--- src/rtl/sa_os_array.sv ---
// sa_os_array: output-stationary N x N systolic matrix multiplier, C = A x B.
//
// A is N x K and B is K x N; K is taken from k_len when a job starts.
// One operand beat (column k of A, row k of B) is accepted per valid/ready
// handshake. Row i of A and column j of B are skewed on entry so that pair k
// meets in PE(i,j) exactly i+j cycles after it was injected. Each PE keeps its
// own accumulator, which drives c_flat directly.
//
// Optional build macro: SA_SAT_EN
//   defined   - accumulators saturate at 2^AW-1, sticky ovf flag
//   undefined - accumulators wrap modulo 2^AW, ovf tied low
//
// Ports:
//   clk, rst     clock, synchronous active-high reset
//   start        job request, sampled in IDLE only
//   k_len        inner dimension K, latched with an accepted start
//   in_valid     operand beat valid
//   in_ready     operand beat accepted when in_valid & in_ready (LOAD only)
//   a_vec        column k of A, row i at a_vec[i*DW +: DW]
//   b_vec        row k of B, column j at b_vec[j*DW +: DW]
//   busy         job in progress (state != IDLE)
//   done         one-cycle pulse, c_flat valid from this cycle
//   c_flat       C[i][j] at c_flat[(i*N+j)*AW +: AW]
//   ovf          sticky saturation flag (SA_SAT_EN builds only)
//
// state  | meaning
// -------+---------------------------------------------------------------
// IDLE   | waiting for start; c_flat holds the previous result
// LOAD   | accepting operand beats until k_len beats have been taken
// FLUSH  | 2N-1 cycles of zero injection to drain the skewed wavefront
// DONE   | one-cycle done pulse, result stable

module sa_os_array #(
    parameter int N  = 4,
    parameter int DW = 8,
    parameter int AW = 24,
    parameter int KW = 16
) (
    input  logic                clk,
    input  logic                rst,
    input  logic                start,
    input  logic [KW-1:0]       k_len,
    input  logic                in_valid,
    output logic                in_ready,
    input  logic [N*DW-1:0]     a_vec,
    input  logic [N*DW-1:0]     b_vec,
    output logic                busy,
    output logic                done,
    output logic [N*N*AW-1:0]   c_flat,
    output logic                ovf
);

    typedef enum logic [1:0] {
        S_IDLE  = 2'd0,
        S_LOAD  = 2'd1,
        S_FLUSH = 2'd2,
        S_DONE  = 2'd3
    } state_t;

    // Flush down-counter is loaded with 2N-2 and exits on zero: 2N-1 cycles.
    localparam int            FW         = $clog2(2*N);
    localparam logic [FW-1:0] FLUSH_LAST = FW'(2*N-2);

    state_t          state_q;
    state_t          state_d;
    logic [KW-1:0]   k_q;
    logic [KW-1:0]   cnt_q;
    logic [FW-1:0]   fcnt_q;

    logic            start_acc;
    logic            beat_acc;
    logic            last_beat;
    logic            flush_end;
    logic            acc_en;

    logic [N*DW-1:0] inj_a;
    logic [N*DW-1:0] inj_b;

    // Operand fabric: a flows east along rows, b flows south along columns.
    logic [DW-1:0]   a_in [N][N];
    logic [DW-1:0]   b_in [N][N];

    assign start_acc = (state_q == S_IDLE) && start;
    assign beat_acc  = (state_q == S_LOAD) && in_valid;
    assign last_beat = beat_acc && (cnt_q == k_q - KW'(1));
    assign flush_end = (state_q == S_FLUSH) && (fcnt_q == '0);
    assign acc_en    = (state_q == S_LOAD) || (state_q == S_FLUSH);

    // Bubbles and the flush phase feed zeros, which accumulate harmlessly.
    assign inj_a = beat_acc ? a_vec : '0;
    assign inj_b = beat_acc ? b_vec : '0;

    // ------------------------------------------------------------------
    // Control FSM
    // ------------------------------------------------------------------
    always_ff @(posedge clk) begin
        if (rst) begin
            state_q <= S_IDLE;
        end else begin
            state_q <= state_d;
        end
    end

    always_comb begin
        state_d = state_q;
        case (state_q)
            S_IDLE: begin
                if (start) begin
                    state_d = (k_len == '0) ? S_DONE : S_LOAD;
                end
            end
            S_LOAD: begin
                if (last_beat) begin
                    state_d = S_FLUSH;
                end
            end
            S_FLUSH: begin
                if (flush_end) begin
                    state_d = S_DONE;
                end
            end
            S_DONE: begin
                state_d = S_IDLE;
            end
            default: begin
                state_d = S_IDLE;
            end
        endcase
    end

    always_comb begin
        in_ready = 1'b0;
        busy     = 1'b1;
        done     = 1'b0;
        case (state_q)
            S_IDLE:  busy     = 1'b0;
            S_LOAD:  in_ready = 1'b1;
            S_FLUSH: in_ready = 1'b0;
            S_DONE:  done     = 1'b1;
            default: busy     = 1'b0;
        endcase
    end

    // Beat counter, latched K and flush timer.
    always_ff @(posedge clk) begin
        if (rst) begin
            k_q    <= '0;
            cnt_q  <= '0;
            fcnt_q <= '0;
        end else begin
            if (start_acc) begin
                k_q   <= k_len;
                cnt_q <= '0;
            end else if (beat_acc) begin
                cnt_q <= cnt_q + KW'(1);
            end

            if (last_beat) begin
                fcnt_q <= FLUSH_LAST;
            end else if ((state_q == S_FLUSH) && (fcnt_q != '0)) begin
                fcnt_q <= fcnt_q - FW'(1);
            end
        end
    end

    // ------------------------------------------------------------------
    // Input skew: row i of A delayed i cycles, column j of B delayed j.
    // ------------------------------------------------------------------
    for (genvar gi = 0; gi < N; gi++) begin : g_row_skew
        if (gi == 0) begin : g_nodly
            assign a_in[0][0] = inj_a[DW-1:0];
        end else begin : g_dly
            logic [DW-1:0] sr_q [gi];

            always_ff @(posedge clk) begin
                if (rst) begin
                    for (int d = 0; d < gi; d++) begin
                        sr_q[d] <= '0;
                    end
                end else begin
                    sr_q[0] <= inj_a[gi*DW +: DW];
                    for (int d = 1; d < gi; d++) begin
                        sr_q[d] <= sr_q[d-1];
                    end
                end
            end

            assign a_in[gi][0] = sr_q[gi-1];
        end
    end

    for (genvar gj = 0; gj < N; gj++) begin : g_col_skew
        if (gj == 0) begin : g_nodly
            assign b_in[0][0] = inj_b[DW-1:0];
        end else begin : g_dly
            logic [DW-1:0] sr_q [gj];

            always_ff @(posedge clk) begin
                if (rst) begin
                    for (int d = 0; d < gj; d++) begin
                        sr_q[d] <= '0;
                    end
                end else begin
                    sr_q[0] <= inj_b[gj*DW +: DW];
                    for (int d = 1; d < gj; d++) begin
                        sr_q[d] <= sr_q[d-1];
                    end
                end
            end

            assign b_in[0][gj] = sr_q[gj-1];
        end
    end

    // ------------------------------------------------------------------
    // PE grid
    // ------------------------------------------------------------------
`ifdef SA_SAT_EN
    logic [N*N-1:0] sat_hit;
`endif

    for (genvar gi = 0; gi < N; gi++) begin : g_pe_row
        for (genvar gj = 0; gj < N; gj++) begin : g_pe
            logic [2*DW-1:0] prod;
            logic [AW-1:0]   acc_q;
            logic [AW-1:0]   acc_d;

            assign prod = {{DW{1'b0}}, a_in[gi][gj]} * {{DW{1'b0}}, b_in[gi][gj]};

`ifdef SA_SAT_EN
            logic [AW:0] sum;
            assign sum   = {1'b0, acc_q} + (AW+1)'(prod);
            assign acc_d = sum[AW] ? {AW{1'b1}} : sum[AW-1:0];
            assign sat_hit[gi*N+gj] = acc_en && sum[AW];
`else
            assign acc_d = acc_q + AW'(prod);
`endif

            always_ff @(posedge clk) begin
                if (rst) begin
                    acc_q <= '0;
                end else if (start_acc) begin
                    acc_q <= '0;
                end else if (acc_en) begin
                    acc_q <= acc_d;
                end
            end

            assign c_flat[(gi*N+gj)*AW +: AW] = acc_q;

            // The last column and last row have no neighbour to feed.
            if (gj < N-1) begin : g_east
                logic [DW-1:0] a_q;
                always_ff @(posedge clk) begin
                    if (rst) begin
                        a_q <= '0;
                    end else begin
                        a_q <= a_in[gi][gj];
                    end
                end
                assign a_in[gi][gj+1] = a_q;
            end

            if (gi < N-1) begin : g_south
                logic [DW-1:0] b_q;
                always_ff @(posedge clk) begin
                    if (rst) begin
                        b_q <= '0;
                    end else begin
                        b_q <= b_in[gi][gj];
                    end
                end
                assign b_in[gi+1][gj] = b_q;
            end
        end
    end

`ifdef SA_SAT_EN
    logic ovf_q;

    always_ff @(posedge clk) begin
        if (rst) begin
            ovf_q <= 1'b0;
        end else if (start_acc) begin
            ovf_q <= 1'b0;
        end else if (|sat_hit) begin
            ovf_q <= 1'b1;
        end
    end

    assign ovf = ovf_q;
`else
    assign ovf = 1'b0;
`endif

endmodule

--- config.mk ---
export PLATFORM = sky130hd
export DESIGN_NAME = sa_os_array
export DESIGN_NICKNAME = d
export VERILOG_FILES = /design/src/rtl/sa_os_array.sv
export SDC_FILE = /design/constraint.sdc
export NUM_CORES = 2
export LEC_CHECK = 0
export ABC_AREA = 0
export CAP_MARGIN = 0
export CORE_ASPECT_RATIO = 0.7
export CORE_MARGIN = 10
export CORE_UTILIZATION = 61
export DETAILED_ROUTE_END_ITERATION = 16
export PLACE_DENSITY = 0.81
export RECOVER_POWER = 50
export SLEW_MARGIN = 20
export SYNTH_ARGS = -nofsm -noshare
export SYNTH_HDL_FRONTEND = slang
export SYNTH_SLANG_ARGS = --single-unit
export TNS_END_PERCENT = 20
--- constraint.sdc ---
create_clock -name clk -period 7.7 [get_ports clk]
set_clock_uncertainty 0.05 [all_clocks]
set_input_delay 0.77 -clock clk [delete_from_list [all_inputs] [get_ports clk]]
set_output_delay 0.77 -clock clk [all_outputs]
set_load 0.02 [all_outputs]
==> impl_results.md <==
* Die Wd at 412 um
* Area leader, netlist: fa_1
* Initial Util at 61.6%
* Startpoint types: primary input
* Most common cell in the netlist: inv_1
* Largest cells by area after synthesis: fa_1 (24%), dfxtp_1 (22%), ha_1 (13%)
* DR DRC count at 0
* Worst R2R Start: state_q[1]
* H-tree depth at 3
* Max VDD drop at 188 uV
* Setup slack, reg-to-reg at 1.36 ns
* Core ar. at 107000 um^2
* Number of library cell types mapped by synthesis at 74
* Failing checks: capacitance limit, slew limit
* Post-route minimum period at 6.54 ns
* TNS Setup at 0 ns
* Worst skew pair latency at 0.69 ns
* CP Class: in -> reg
* 1st-pass router iterations at 6
* Synthesized area per cell at 8.81 um^2
* Max_cap viols at 8
* Hpwl dp at 139 mm
* Net switching power at 3.34 mW
* Hold Path Cell Cnt at 1
* Hold Path Class: reg -> reg
* Total CTS buffers at 80
* CP max FO at 112
* Post-synthesis cell area at 65700 um^2
* CTS resizes at 0
* Switching Share at 32.5%
* Clk pwr share at 40.4%
* Critical path required time at 8.01 ns
* Pwr Density at 138 nW/um^2
* Post-Layout Cell Count at 9329
* Cell row count at 100
* Endpoints failing setup at 0
* Worst Tran Pin Value at 3.85 ns
* Filler instances at 8182
* Unrepaired setup endpoints after global routing: no
* Status: finished, violations left
* FF+latch area at 14200 um^2
* Share of cells above drive strength 1 at 2.46%
* Leakage at 36.3 nW
* Mapped Nets at 9003
* Final worst-path cycle share at 84.9%
* EDFF count, synth at 0
* Worst Hold End: g_row_skew[2].g_dly.sr_q[0][13]
* Synth warn at 0
* Post-synth top cells: inv_1 (1513), fa_1 (800), dfxtp_1 (709)
* Longest Clk Path Bufs at 3
* Hold buffers post-CTS at 0
* Clk pin slew, worst setup/hold paths at 0.06 ns
* Final WL at 178 mm
* Worst reg-to-reg path cell count at 20
* Internal Pwr Total at 6.93 mW
* # IOs at 472
* Synth top area share at 24.4%
* Final hold vios at 0
* CTS sink cnt at 709
* Iter 0 DRT Violations at 3961
* Worst EP arrival at 6.84 ns
* NumNets Final at 9388
* ANT nets after route at 0
* Initial antenna violation count at 6
* DR vias/cell at 5.52
* Ys async rst share at 0%
* Diode count at 0
* Multi-input gate area at 45100 um^2
* Worst hold slack at 0.386 ns
* DR vias at 51500
* CTS tree: built
* Post-CTS setup buffer count at 0
* Ys flop type: dfxtp_1
* Pin count of the biggest net entering global routing at 135
* Fin. max-slew vios at 377
* First-pass GRT wire length at 289 mm
* Share of total power in combinational logic at 20.9%
* PortBufs at 470
* Mapped Cells at 7454
* Grt ovf at 0
* Critical path capture point type: flop
* Placed insts at 9185
* Number of global-route vias before repair at 53600
* GRT Total Usage at 29.5%
* RD Place Congestion at 0.914
* Hold_sp: g_row_skew[2].g_dly.sr_q[0][5]
* Max_slew headroom at -157%
* Reg2reg end: g_pe_row[0].g_pe[0].acc_q[23]
* Full die area at 121000 um^2
* Post-synthesis sequential area ratio at 21.6%
* Die Ht at 294 um
* Max frequency at 0.153 GHz
* Reg power frac at 38.8%
* Layout area overhead at 13.4%
* Drt wl/cell at 19.1 um
* Seq cells post-synth at 709
* CTS root buffer: clkbuf_16
[worst max path at each step]
| stage | from | endpoint | cells past startpoint |
|---|---|---|---|
| 2_1_floorplan | state_q[1] | g_pe_row[0].g_pe[0].acc_q[23] | 22 |
| 3_3_place_gp | in_valid | g_pe_row[0].g_pe[0].acc_q[23] | 20 |
| 6_report | rst | g_pe_row[1].g_pe[2].g_south.b_q[0] | 4 |
| 3_5_place_dp | in_valid | g_pe_row[0].g_pe[0].acc_q[23] | 20 |
| 4_1_cts | state_q[1] | g_pe_row[0].g_pe[0].acc_q[23] | 21 |
| 5_1_grt | rst | g_pe_row[1].g_pe[2].g_south.b_q[0] | 4 |
[logic make-up after synthesis]
logic type,Yosys count,share of synthesized area [%]
and+or+nand+nor,2361,18.2
buffers and inverters,1704,9.77
adders and majority gates,1465,37.1
AOI/OAI and AO/OA,836,7.99
DFF,709,21.6
xor gates and xnor gates,238,3.17
muxes,140,2.14
other,1,0.00571
[cell usage in the layout, fill, tap and decap left out, drive strengths merged, types with 11 or more instances in the layout]
cell type / n
a211oi: 66
clkbuf: 100
mux2i: 139
dfxtp: 709
and4: 11
a21boi: 11
o31ai: 17
xnor2: 125
o21a: 36
buf: 19
or3: 31
nor4: 19
clkinv: 24
nor2b: 273
o21ai: 216
xor2: 113
fa: 800
nor2: 415
dlygate4sd3: 350
o21bai: 26
a21oi: 237
o211ai: 23
nand2b: 26
ha: 665
clkdlybuf4s50: 119
inv: 1520
a21o: 72
nand4: 24
nand3: 79
a31oi: 28
bufinv: 12
and3: 74
and2: 639
o41ai: 12
a31o: 11
nor3: 79
nand2: 666
[flip-flops by register name, summed over array words and instances, names as in the netlist]
register,flops
cnt_q,16
fcnt_q,3
g_col_skew.g_dly.sr_q,48
g_pe_row.g_pe.acc_q,384
g_pe_row.g_pe.g_east.a_q,96
g_pe_row.g_pe.g_south.b_q,96
g_row_skew.g_dly.sr_q,48
k_q,16
state_q,2
[critical path: stages]
cell,delay [ns]
buf_8,0.44
clkbuf_1,2.75
clkbuf_1,2.33
nor2b_1,0.43
[power groups by stage]
stage               Combinational [mW]  Clock (mW)  Sequential (mW)
global placement                  2.07           0             4.05
detailed placement                2.11           0             4.06
CTS                               2.13        4.21             3.98
global route                      2.30        4.35             4.00
floorplan                         1.32           0             4.03
finish                            2.14        4.14             3.98
[routing by layer]
| layer | global-route usage [%] | part of all wire, % | up-vias |
|---|---|---|---|
| li1 | - | - | 24000 |
| met1 | 39.9 | 44 | 25300 |
| met2 | 46.2 | 44 | 1796 |
| met3 | 6.56 | 8.2 | 366 |
| met4 | 10.7 | 3.8 | 2 |
| met5 | 0 | 0.0062 | - |
[metrics by stage]
stage / util (%) / area (um^2) / total power [mW] / worst slack [ns]
floorplan: - / 65700 / 5.35 / 2.00
global placement: 67.3 / 71700 / 6.12 / 1.24
detailed placement: 67.3 / 71700 / 6.17 / 1.21
CTS: 69.9 / 74500 / 10.3 / 1.43
global route: 69.8 / 74500 / 10.7 / 0.647
finish: 69.8 / 74500 / 10.3 / 1.16
[final cells by class]
| class | count | area share, % |
|---|---|---|
| clock inverter | 50 | 0.877 |
| tap | 1428 | 2.40 |
| inverter | 1513 | 7.63 |
| timing repair buffer | 494 | 6.57 |
| sequential | 709 | 19.1 |
| multi-input combinational | 5041 | 60.6 |
| clock buffer | 94 | 2.88 |
Note: power is estimated with default switching activity, not from simulation.
